--- src/rtl/ping_sequencer.sv ---
// Ping sequencer: IDLE -> TX -> BLANK -> LISTEN -> DRAIN with one shared 20-bit phase counter.
// Optional missed-trigger counter is compiled in with `define PING_SEQ_MISS_COUNT_EN.
module ping_sequencer #(
    parameter int unsigned TX_CYCLES     = 150,
    parameter int unsigned BLANK_CYCLES  = 1500,
    parameter int unsigned LISTEN_CYCLES = 120000
) (
    input  logic        clk_in,
    input  logic        rst_in,
    input  logic        enable_in,
    input  logic        trigger_in,
    input  logic        abort_in,
    input  logic        drain_done_in,
    output logic        tx_en_out,
    output logic        capture_en_out,
    output logic        busy_out,
    output logic        done_out,
    output logic [15:0] ping_count_out,
    output logic [7:0]  missed_count_out
);

    localparam int unsigned CNT_W  = 20;
    localparam int unsigned PING_W = 16;
    localparam int unsigned MISS_W = 8;

    localparam logic [CNT_W-1:0] TX_LAST     = CNT_W'(TX_CYCLES - 1);
    localparam logic [CNT_W-1:0] BLANK_LAST  = CNT_W'(BLANK_CYCLES - 1);
    localparam logic [CNT_W-1:0] LISTEN_LAST = CNT_W'(LISTEN_CYCLES - 1);
    localparam bit               SKIP_BLANK  = (BLANK_CYCLES == 0);

    typedef enum logic [2:0] {
        S_IDLE   = 3'd0,
        S_TX     = 3'd1,
        S_BLANK  = 3'd2,
        S_LISTEN = 3'd3,
        S_DRAIN  = 3'd4
    } state_t;

    state_t              state_q, state_d;
    logic [CNT_W-1:0]    cnt_q, cnt_d;
    logic [PING_W-1:0]   ping_q, ping_d;
    logic                done_d;
    logic                tx_en_q, capture_en_q, busy_q, done_q;

    // Next-state logic; abort wins over every other transition.
    always_comb begin
        state_d = state_q;
        cnt_d   = cnt_q + CNT_W'(1);
        ping_d  = ping_q;
        done_d  = 1'b0;
        if (state_q != S_IDLE && abort_in) begin
            state_d = S_IDLE;
            cnt_d   = '0;
        end else begin
            case (state_q)
                S_IDLE: begin
                    cnt_d = '0;
                    if (trigger_in && enable_in && !abort_in) begin
                        state_d = S_TX;
                    end
                end
                S_TX: begin
                    if (cnt_q == TX_LAST) begin
                        cnt_d   = '0;
                        state_d = SKIP_BLANK ? S_LISTEN : S_BLANK;
                    end
                end
                S_BLANK: begin
                    if (cnt_q == BLANK_LAST) begin
                        cnt_d   = '0;
                        state_d = S_LISTEN;
                    end
                end
                S_LISTEN: begin
                    if (cnt_q == LISTEN_LAST) begin
                        cnt_d   = '0;
                        state_d = S_DRAIN;
                    end
                end
                S_DRAIN: begin
                    cnt_d = '0;
                    if (drain_done_in) begin
                        state_d = S_IDLE;
                        done_d  = 1'b1;
                        ping_d  = ping_q + PING_W'(1);
                    end
                end
                default: begin
                    state_d = S_IDLE;
                    cnt_d   = '0;
                end
            endcase
        end
    end

    // State, counters and outputs all update together so outputs track the registered state.
    always_ff @(posedge clk_in or posedge rst_in) begin
        if (rst_in) begin
            state_q      <= S_IDLE;
            cnt_q        <= '0;
            ping_q       <= '0;
            tx_en_q      <= 1'b0;
            capture_en_q <= 1'b0;
            busy_q       <= 1'b0;
            done_q       <= 1'b0;
        end else begin
            state_q      <= state_d;
            cnt_q        <= cnt_d;
            ping_q       <= ping_d;
            tx_en_q      <= (state_d == S_TX);
            capture_en_q <= (state_d == S_LISTEN);
            busy_q       <= (state_d != S_IDLE);
            done_q       <= done_d;
        end
    end

    assign tx_en_out      = tx_en_q;
    assign capture_en_out = capture_en_q;
    assign busy_out       = busy_q;
    assign done_out       = done_q;
    assign ping_count_out = ping_q;

`ifdef PING_SEQ_MISS_COUNT_EN
    logic [MISS_W-1:0] missed_q;

    // Triggers seen while busy, including the DRAIN exit cycle; saturates.
    always_ff @(posedge clk_in or posedge rst_in) begin
        if (rst_in) begin
            missed_q <= '0;
        end else if (trigger_in && busy_q && missed_q != {MISS_W{1'b1}}) begin
            missed_q <= missed_q + MISS_W'(1);
        end
    end

    assign missed_count_out = missed_q;
`else
    assign missed_count_out = MISS_W'(0);
`endif

endmodule
--- config.mk ---
export PLATFORM = sky130hd
export DESIGN_NAME = ping_sequencer
export DESIGN_NICKNAME = d
export VERILOG_FILES = /design/src/rtl/ping_sequencer.sv
export SDC_FILE = /design/constraint.sdc
export NUM_CORES = 1
export LEC_CHECK = 0
export CAP_MARGIN = 20
export CORE_UTILIZATION = 23
export CTS_BUF_LIST = sky130_fd_sc_hd__clkbuf_4
export CTS_CLUSTER_DIAMETER = 80
export CTS_CLUSTER_SIZE = 8
export DETAILED_ROUTE_END_ITERATION = 8
export GPL_TIMING_DRIVEN = 0
export SLEW_MARGIN = 20
export SYNTH_ARGS = -nofsm -noshare
export SYNTH_HDL_FRONTEND = slang
export SYNTH_SLANG_ARGS = --single-unit
--- constraint.sdc ---
create_clock -name clk_in -period 3.9 [get_ports clk_in]
set_input_delay 0.78 -clock clk_in [delete_from_list [all_inputs] [get_ports clk_in]]
set_output_delay 0.78 -clock clk_in [all_outputs]
set_load 0.005 [all_outputs]
# Word level (Yosys, flattened, before mapping)
# Cells that the tools add are included.
# word_totals
reg_bits,43
word_cells,42
# op_classes
addsub,2
n_eq_ne,9
n_mux,15
n_bitwise,1
n_reduce_logical,8
# ops
cell,n
$mux W20,4
$pmux W20 S3,1
$add A20 B1 Y20 const B,1
$eq A20 B11 Y1 const B,1
$eq A20 B17 Y1 const B,1
$eq A20 B8 Y1 const B,1
$mux W3,6
$add A16 B1 Y16 const B,1
$pmux W3 S5,1
$eq A3 B2 Y1 const B,3
$eq A3 B1 Y1 const B,2
$reduce_bool A3 Y1,2
$eq A3 B3 Y1 const B,1
$logic_and A1 B1 Y1,3
$logic_not A3 Y1,1
$mux W1,3
$reduce_and A3 Y1,1
$logic_not A1 Y1,1
$not A1 Y1,1

# Depth between registers and ports, before layout
# Gate-level depths: netlist of run 1.
# logic_depth
ltp_word,6
mapped_depth,8

# Worst setup path after synthesis of run 1
# No wires, ideal clock.
# synth_timing
path_kind,register to register
from,register cnt_q[0]
to,register cnt_q[12]
setup_time_ps,119
t_arrival_ps,1729
required_time_ps,3781
path_slack_ps,2052
stages_incl_launch_ff,9
path_buffers,2
synth_period_minus_slack_ps,1848
cell_sequence,dfrtp_1 > ha_1 > and3_1 > buf_2 > nand4_1 > o31ai_2 > a31o_2 > buf_4 > nor2_1
# synth_between
elab_chain_cells,4
elab_cells_between_ends,9
cone_classes,1 x add/sub; 3 x eq/ne; 5 x mux
# synth_rtl
item,line,text
"start, declared",40,"logic [CNT_W-1:0] cnt_q, cnt_d;"
"start signal, assigned",108,cnt_q <= cnt_d;
"$add A20 B1 Y20, or another cell as far along",48,cnt_d = cnt_q + CNT_W'(1);
$mux W20 (on tied branches),"75, 63, 69",
$pmux W20 S3 *,55,case (state_q)
$mux W20 *,51,if (state_q != S_IDLE && abort_in) begin
net cnt_d[12],40,
# The timed path passes the listed nets; every way through them passes the cells marked *.
# A chain may end at the register's enable or synchronous reset.

# Final worst setup path of run 1
# layout_timing
from,register ping_q[3] (netlist: ping_count_out[3])
to,output ping_count_out[3]
# layout_lines
item,line,text
"start, declared",41,"logic [PING_W-1:0] ping_q, ping_d;"
"start signal, assigned",109,ping_q <= ping_d;
"end, declared",18,"output logic [15:0] ping_count_out,"
# No word-level cell between the ends.

==> flow_summary.yaml, run 1 <==
status:
  status: "complete, no violations"
sta:
  drv_slew: 0
  rsz0062_at_grt: "false"
  setup_slack_ns: 1.74
  hold_violations: 0
  period_share_pct: 55.5
  post-route-min-period_ns: 2.16
  slew_headroom_pct: 60.8
  finalSetupViolCount: 0
  tns_ns: 0
  worst_pin_slew_ns: 0.584
  max_freq_mhz: 462
  fin_skew_ns: 0.0167
critical_path:
  reg2reg_setup_slack_ns: 1.75
  cp_slowest_cell: "clkdlybuf4s50_1"
  r2r_end: "cnt_q[12]"
  worstSetupStartpointType: "flop"
  critical-path-top-delay-family: "buffers and inverters"
  arrival_ns: 1.38
  crit_path_end_kind: "output port"
  reg2reg_from: "cnt_q[0]"
  worst-setup-path-type: "flop to output port"
  startpoint: "ping_count_out[3]"
  cp.buffers_inverters: 1
  cpPeakStageDelay_ns: 0.54
  r2r_cells: 8
  crit_cells: 1
  crit_chain: "clkdlybuf4s50_1"
  cp.required_ns: 3.12
  cp_max_fo: 6
pwr:
  p_leak_nw: 1.14
  p_per_area_nw_per_um2: 293
  irDropWorstVdd_uv: 110
hold_path:
  min_path_cells: 1
  hold_class: "flop to flop"
  hold_path.startpoint: "ping_count_out[15]"
  worstHoldEndpoint: "ping_count_out[15]"
die:
  floorplan.rows: 35
  die_width_microns: 100
  core-area_sq_um: 9330
  dieArea_sq_um: 10100
  initial_core_util_pct: 23.9
  fp.dieH_microns: 100
  io_pins: 34
global_routing:
  grt_pass1_vias: 1526
  grt_max_degree: 30
  grt_usage_pct: 9.35
  grt_overflow: 0
  grt_pass1_wl_microns: 7400
  antenna_found_initial: 1
synth:
  synthArstFlopShare_pct: 100
  ys_types: 38
  synthFlopType: "dfrtp_1"
  yosysSeqAreaShare_pct: 48.2
  synth_most_common_cell: "dfrtp_1"
  synth_edf_count: 0
  ys_seq_elements: 43
  synth_area_leader_cell: "dfrtp_1"
  syn_area_per_cell_sq_um: 10.0
  syn_inst: 222
  ys_warn_count: 0
  synth_top_cell_area_share_pct: 48.2
  syn_area_sq_um: 2230
  yosys-top-cells-area: "dfrtp_1 (48%), xnor2_1 (7.9%), nor2_1 (6.4%)"
  netlist_top_cells_count: "dfrtp_1 (43), nor2_1 (38), xnor2_1 (20), nand4_1 (14), nand2_1 (13)"
cts:
  numCtsBuffers: 5
  cts_resized: 0
  insertion_delay_ns: 0.36
  hold_buffers: 0
  cts.clk_slew.worst_paths_ns: 0.14
  cts_tree: "done"
  cts-root-buf: "clkbuf_4"
  cts_max_path_buffers: 2
  cts.sink_count: 43
  cts_setup_buffers: 0
  htreeDepth: 2
placed_design:
  place_area_sq_um: 2690
  port_buffers: 25
  hpwl_microns: 3160
  gp_congestion: 0.780
  post-place-ws_ns: 1.41
finish:
  drive_above_1_share_pct: 12.9
  nNetsFinal: 271
  regArea_sq_um: 1080
  post-route-util_pct: 29.5
  multi_input_area_sq_um: 1060
  final_cell_area_sq_um: 2750
  syn2layout_area_growth_pct: 23.2
  fillerInstances: 977
routing:
  wirelength_microns: 4320
  drc: 0
  num_vias: 1612
  routedWlPerCell_microns: 11.0
  dr.pass1.iters: 4
  drt_iter0_drc: 82
  viasPerCell: 4.10
  ant_nets: 0
run:
  drv_cap: 0
## flip-flops by register name, indices dropped and copies added (netlist names)
name / cells
cnt_q: 20
ping_count_out: 16
state_q: 3
busy_out: 1
capture_en_out: 1
done_out: 1
tx_en_out: 1
## report_power, final
part	internal [mW]	switching (mW)	total, mW	leakage (nW)
Clock	0.0689	0.150	0.219	0.0272
Combinational	0.0575	0.0570	0.115	0.521
Sequential	0.461	0.0112	0.472	0.587
## how the worst max path moves through the flow
stage / end / slack [ns]
5_1_grt: cnt_q[15] / 1.54
4_1_cts: ping_count_out[3] / 1.71
3_3_place_gp: done_out / 1.18
2_1_floorplan: cnt_q[12] / 2.05
3_5_place_dp: ping_count_out[8] / 1.41
6_report: ping_count_out[3] / 1.74
## cells by family (layout without fill, tap and decap cells)
logic type	after synthesis	after routing	synth area share, %
buf+inv	19	53	5.22
mux	1	1	0.505
compound gates	15	15	4.26
flops	43	43	48.2
other cells	1	9	0.168
simple gates	109	109	27.8
fa+ha+maj	3	3	1.68
xor+xnor	31	31	12.2
## metal layers
layer	vias up	GRT usage [%]	share of wire, %	wire length, microns
met5	-	0	0	0
met4	0	4.68	2.2	97
li1	825	-	-	-
met2	31	13.6	44	1890
met1	750	12.8	51	2200
met3	6	2.50	3.1	133
## metrics by stage
step	power, mW	hold slack, ns	instances
global placement	0.593	0.465	383
finish	0.806	0.478	393
global route	0.856	0.500	393
CTS	0.819	0.488	392
floorplan	0.554	0.468	229
detailed placement	0.597	0.467	384
## cell type report
type	count	area share (%)
buffer	13	3.41
tap	129	5.87
inverter	6	0.819
sequential	43	39.1
clock buffer	5	1.37
antenna	1	0.0910
multi-input combinational	167	38.7
clock inverter	3	0.728
timing repair buffer	26	9.83
## layout by cell type (no fill, tap or decap), types with 2 or more instances in the layout
| cell | n |
|---|---|
| clkdlybuf4s50_1 | 25 |
| dfrtp_1 | 43 |
| nand2_1 | 13 |
| nor2_1 | 38 |
| nand4_2 | 2 |
| and4_1 | 2 |
| nand4_1 | 14 |
| buf_4 | 9 |
| ha_1 | 3 |
| nor3_1 | 4 |
| clkinvlp_4 | 2 |
| conb_1 | 8 |
| buf_2 | 3 |
| inv_1 | 5 |
| o21ai_0 | 3 |
| xnor2_1 | 20 |
| nor3b_1 | 2 |
| and2_1 | 4 |
| nand3_1 | 10 |
| a31oi_1 | 2 |
| and3_1 | 4 |
| a21oi_1 | 5 |
| or3_1 | 4 |
| clkbuf_4 | 5 |
| nor2b_1 | 4 |
| xor2_1 | 11 |
Note: power is estimated with default switching activity, not from simulation.
==> run 2: changes to the inputs <==
==> constraint.sdc (replaced) <==
create_clock -name clk_in -period 1.8 [get_ports clk_in]
set_input_delay 0.36 -clock clk_in [delete_from_list [all_inputs] [get_ports clk_in]]
set_output_delay 0.36 -clock clk_in [all_outputs]
set_load 0.005 [all_outputs]
==> flow_summary.yaml, run 2 (synthesized netlist as in run 1, its figures left out) <==
routing:
  wirelength_microns: 4930
  num_vias: 1797
  drc: 0
  routedWlPerCell_microns: 11.8
  ant_nets: 0
  viasPerCell: 4.30
  drt_iter0_drc: 91
  dr.pass1.iters: 4
die:
  floorplan.rows: 35
  die_width_microns: 100
  initial_core_util_pct: 23.9
  io_pins: 34
  fp.dieH_microns: 100
  core-area_sq_um: 9330
  dieArea_sq_um: 10100
critical_path:
  arrival_ns: 2.11
  reg2reg_setup_slack_ns: -0.02
  cp_slowest_cell: "dfrtp_2"
  r2r_end: "tx_en_out"
  worst-setup-path-type: "flop to flop"
  cp.required_ns: 2.09
  reg2reg_from: "state_q[1]"
  critical-path-top-delay-family: "simple AND/OR/NAND/NOR gates"
  cp.buffers_inverters: 0
  worstSetupStartpointType: "flop"
  cp_max_fo: 5
  r2r_cells: 5
  crit_path_end_kind: "flop"
  cpPeakStageDelay_ns: 0.45
  crit_chain: "nor2b_4 -> or2b_1 -> or3_4 -> and4_4 -> nor4bb_4"
hold_path:
  hold_class: "input port to asynchronous set/reset pin"
global_routing:
  grt_overflow: 0
  antenna_found_initial: 0
  grt_usage_pct: 9.80
  grt_max_degree: 25
  grt_pass1_wl_microns: 7850
  grt_pass1_vias: 1670
cts:
  insertion_delay_ns: 0.37
  cts-root-buf: "clkbuf_4"
  cts_tree: "done"
  cts.clk_slew.worst_paths_ns: 0.13
  hold_buffers: 0
  cts_max_path_buffers: 2
  htreeDepth: 2
  numCtsBuffers: 5
  cts.sink_count: 43
run:
  drv_cap: 0
sta:
  whs_ns: 0.290
  rsz0062_at_grt: "true"
  slew_headroom_pct: 52.8
  hold_violations: 0
  drv_slew: 0
  finalSetupViolCount: 1
  post-route-min-period_ns: 1.82
  period_share_pct: 101
  max_freq_mhz: 551
  tns_ns: -0.0150
  setup_slack_ns: -0.0150
  worst_pin_slew_ns: 0.704
  fin_skew_ns: 0.00884
finish:
  regArea_sq_um: 1080
  multi_input_area_sq_um: 1210
  drive_above_1_share_pct: 31.8
  largest_reg_flops: 20
  final_cell_mix: "dfrtp_1 (38), buf_4 (31), nor2_1 (26)"
  final_common_cell: "dfrtp_1"
  nNetsFinal: 297
  fillerInstances: 924
  syn2layout_area_growth_pct: 42.8
  diodes: 0
  largest_register: "cnt_q"
pwr:
  p_leak_nw: 1.31
  p_per_area_nw_per_um2: 672
  irDropWorstVdd_uv: 314
placed_design:
  port_buffers: 25
  gp_congestion: 0.761
  hpwl_microns: 3230
status:
  violations: "negative setup slack"
  status: "finished, violations left"
run 2: cell types whose count changed in the layout (fill, tap and decap cells not counted), sizes merged:
cell      change
clkbuf        +2
clkinvlp      -2
bufinv        +2
diode         -1
buf          +25
clkinv        -1
run 2: how the worst max path moves through the flow:
stage | from | endpoint | slack, ns | cells after the start
after global placement | rst_in | cnt_q[11] | -0.48 | 2
final | state_q[1] | tx_en_out | -0.02 | 5
after CTS | cnt_q[1] | busy_out | -0.04 | 7
after floorplan | cnt_q[0] | cnt_q[12] | 0.008 | 8
after detailed placement | drain_done_in | ping_count_out[8] | -0.26 | 7
after global routing | cnt_q[6] | cnt_q[14] | -0.08 | 6
run 2: power by group:
part           leakage, nW  total [mW]  switching [mW]  internal, mW
Combinational        0.674       0.342           0.161         0.181
Sequential           0.578        1.03          0.0286         0.999
Clock               0.0559       0.770           0.322         0.448
run 2: cell type report:
type	count	area share, %
Inverter	6	0.707
Multi-Input combinational cell	167	38.0
Buffer	12	3.22
Timing Repair Buffer	53	15.8
Tap cell	129	5.07
Clock inverter	2	1.89
Sequential cell	43	34.0
Clock buffer	6	1.41
run 2: layer usage:
layer,part of all wire (%),vias to the layer above,track usage (%)
li1,-,874,-
met1,44,882,12.6
met2,50,34,15.8
met3,3.9,7,2.36
met4,1.5,0,4.12
met5,0,-,0
run 2: through the flow:
stage / cells / power [mW] / worst slack (ns) / area (sq um) / util (%)
3_3_place_gp: 383 / 1.29 / -0.479 / 2680 / 28.8
5_1_grt: 418 / 2.23 / -0.0843 / 3190 / 34.2
4_1_cts: 405 / 2.09 / -0.0351 / 2950 / 31.6
3_5_place_dp: 384 / 1.30 / -0.263 / 2700 / 29.0
6_report: 418 / 2.14 / -0.0150 / 3190 / 34.2
2_1_floorplan: 229 / 1.20 / 0.00833 / 2270 / -
run 2: repair_timing:
| item | CTS | global route |
|---|---|---|
| gates cloned | 0 | 1 |
| hold endpoints to repair | 0 | 0 |
| setup buffers | 13 | 13 |
| endpoints found under the setup margin | 18 | 27 |
| resized for setup | 11 | 37 |
| pin swaps | 10 | 18 |
==> run 3: changes to the inputs <==
--- a/config.mk
+++ b/config.mk
@@ -5,6 +5,7 @@
 export SDC_FILE = /design/constraint.sdc
 export NUM_CORES = 1
 export LEC_CHECK = 0
+export ABC_CLOCK_PERIOD_IN_PS = 1800
 export CAP_MARGIN = 20
 export CORE_UTILIZATION = 23
 export CTS_BUF_LIST = sky130_fd_sc_hd__clkbuf_4
==> results of run 3 <==
No change in the layout: final DEF, timing and power equal those of run 2.
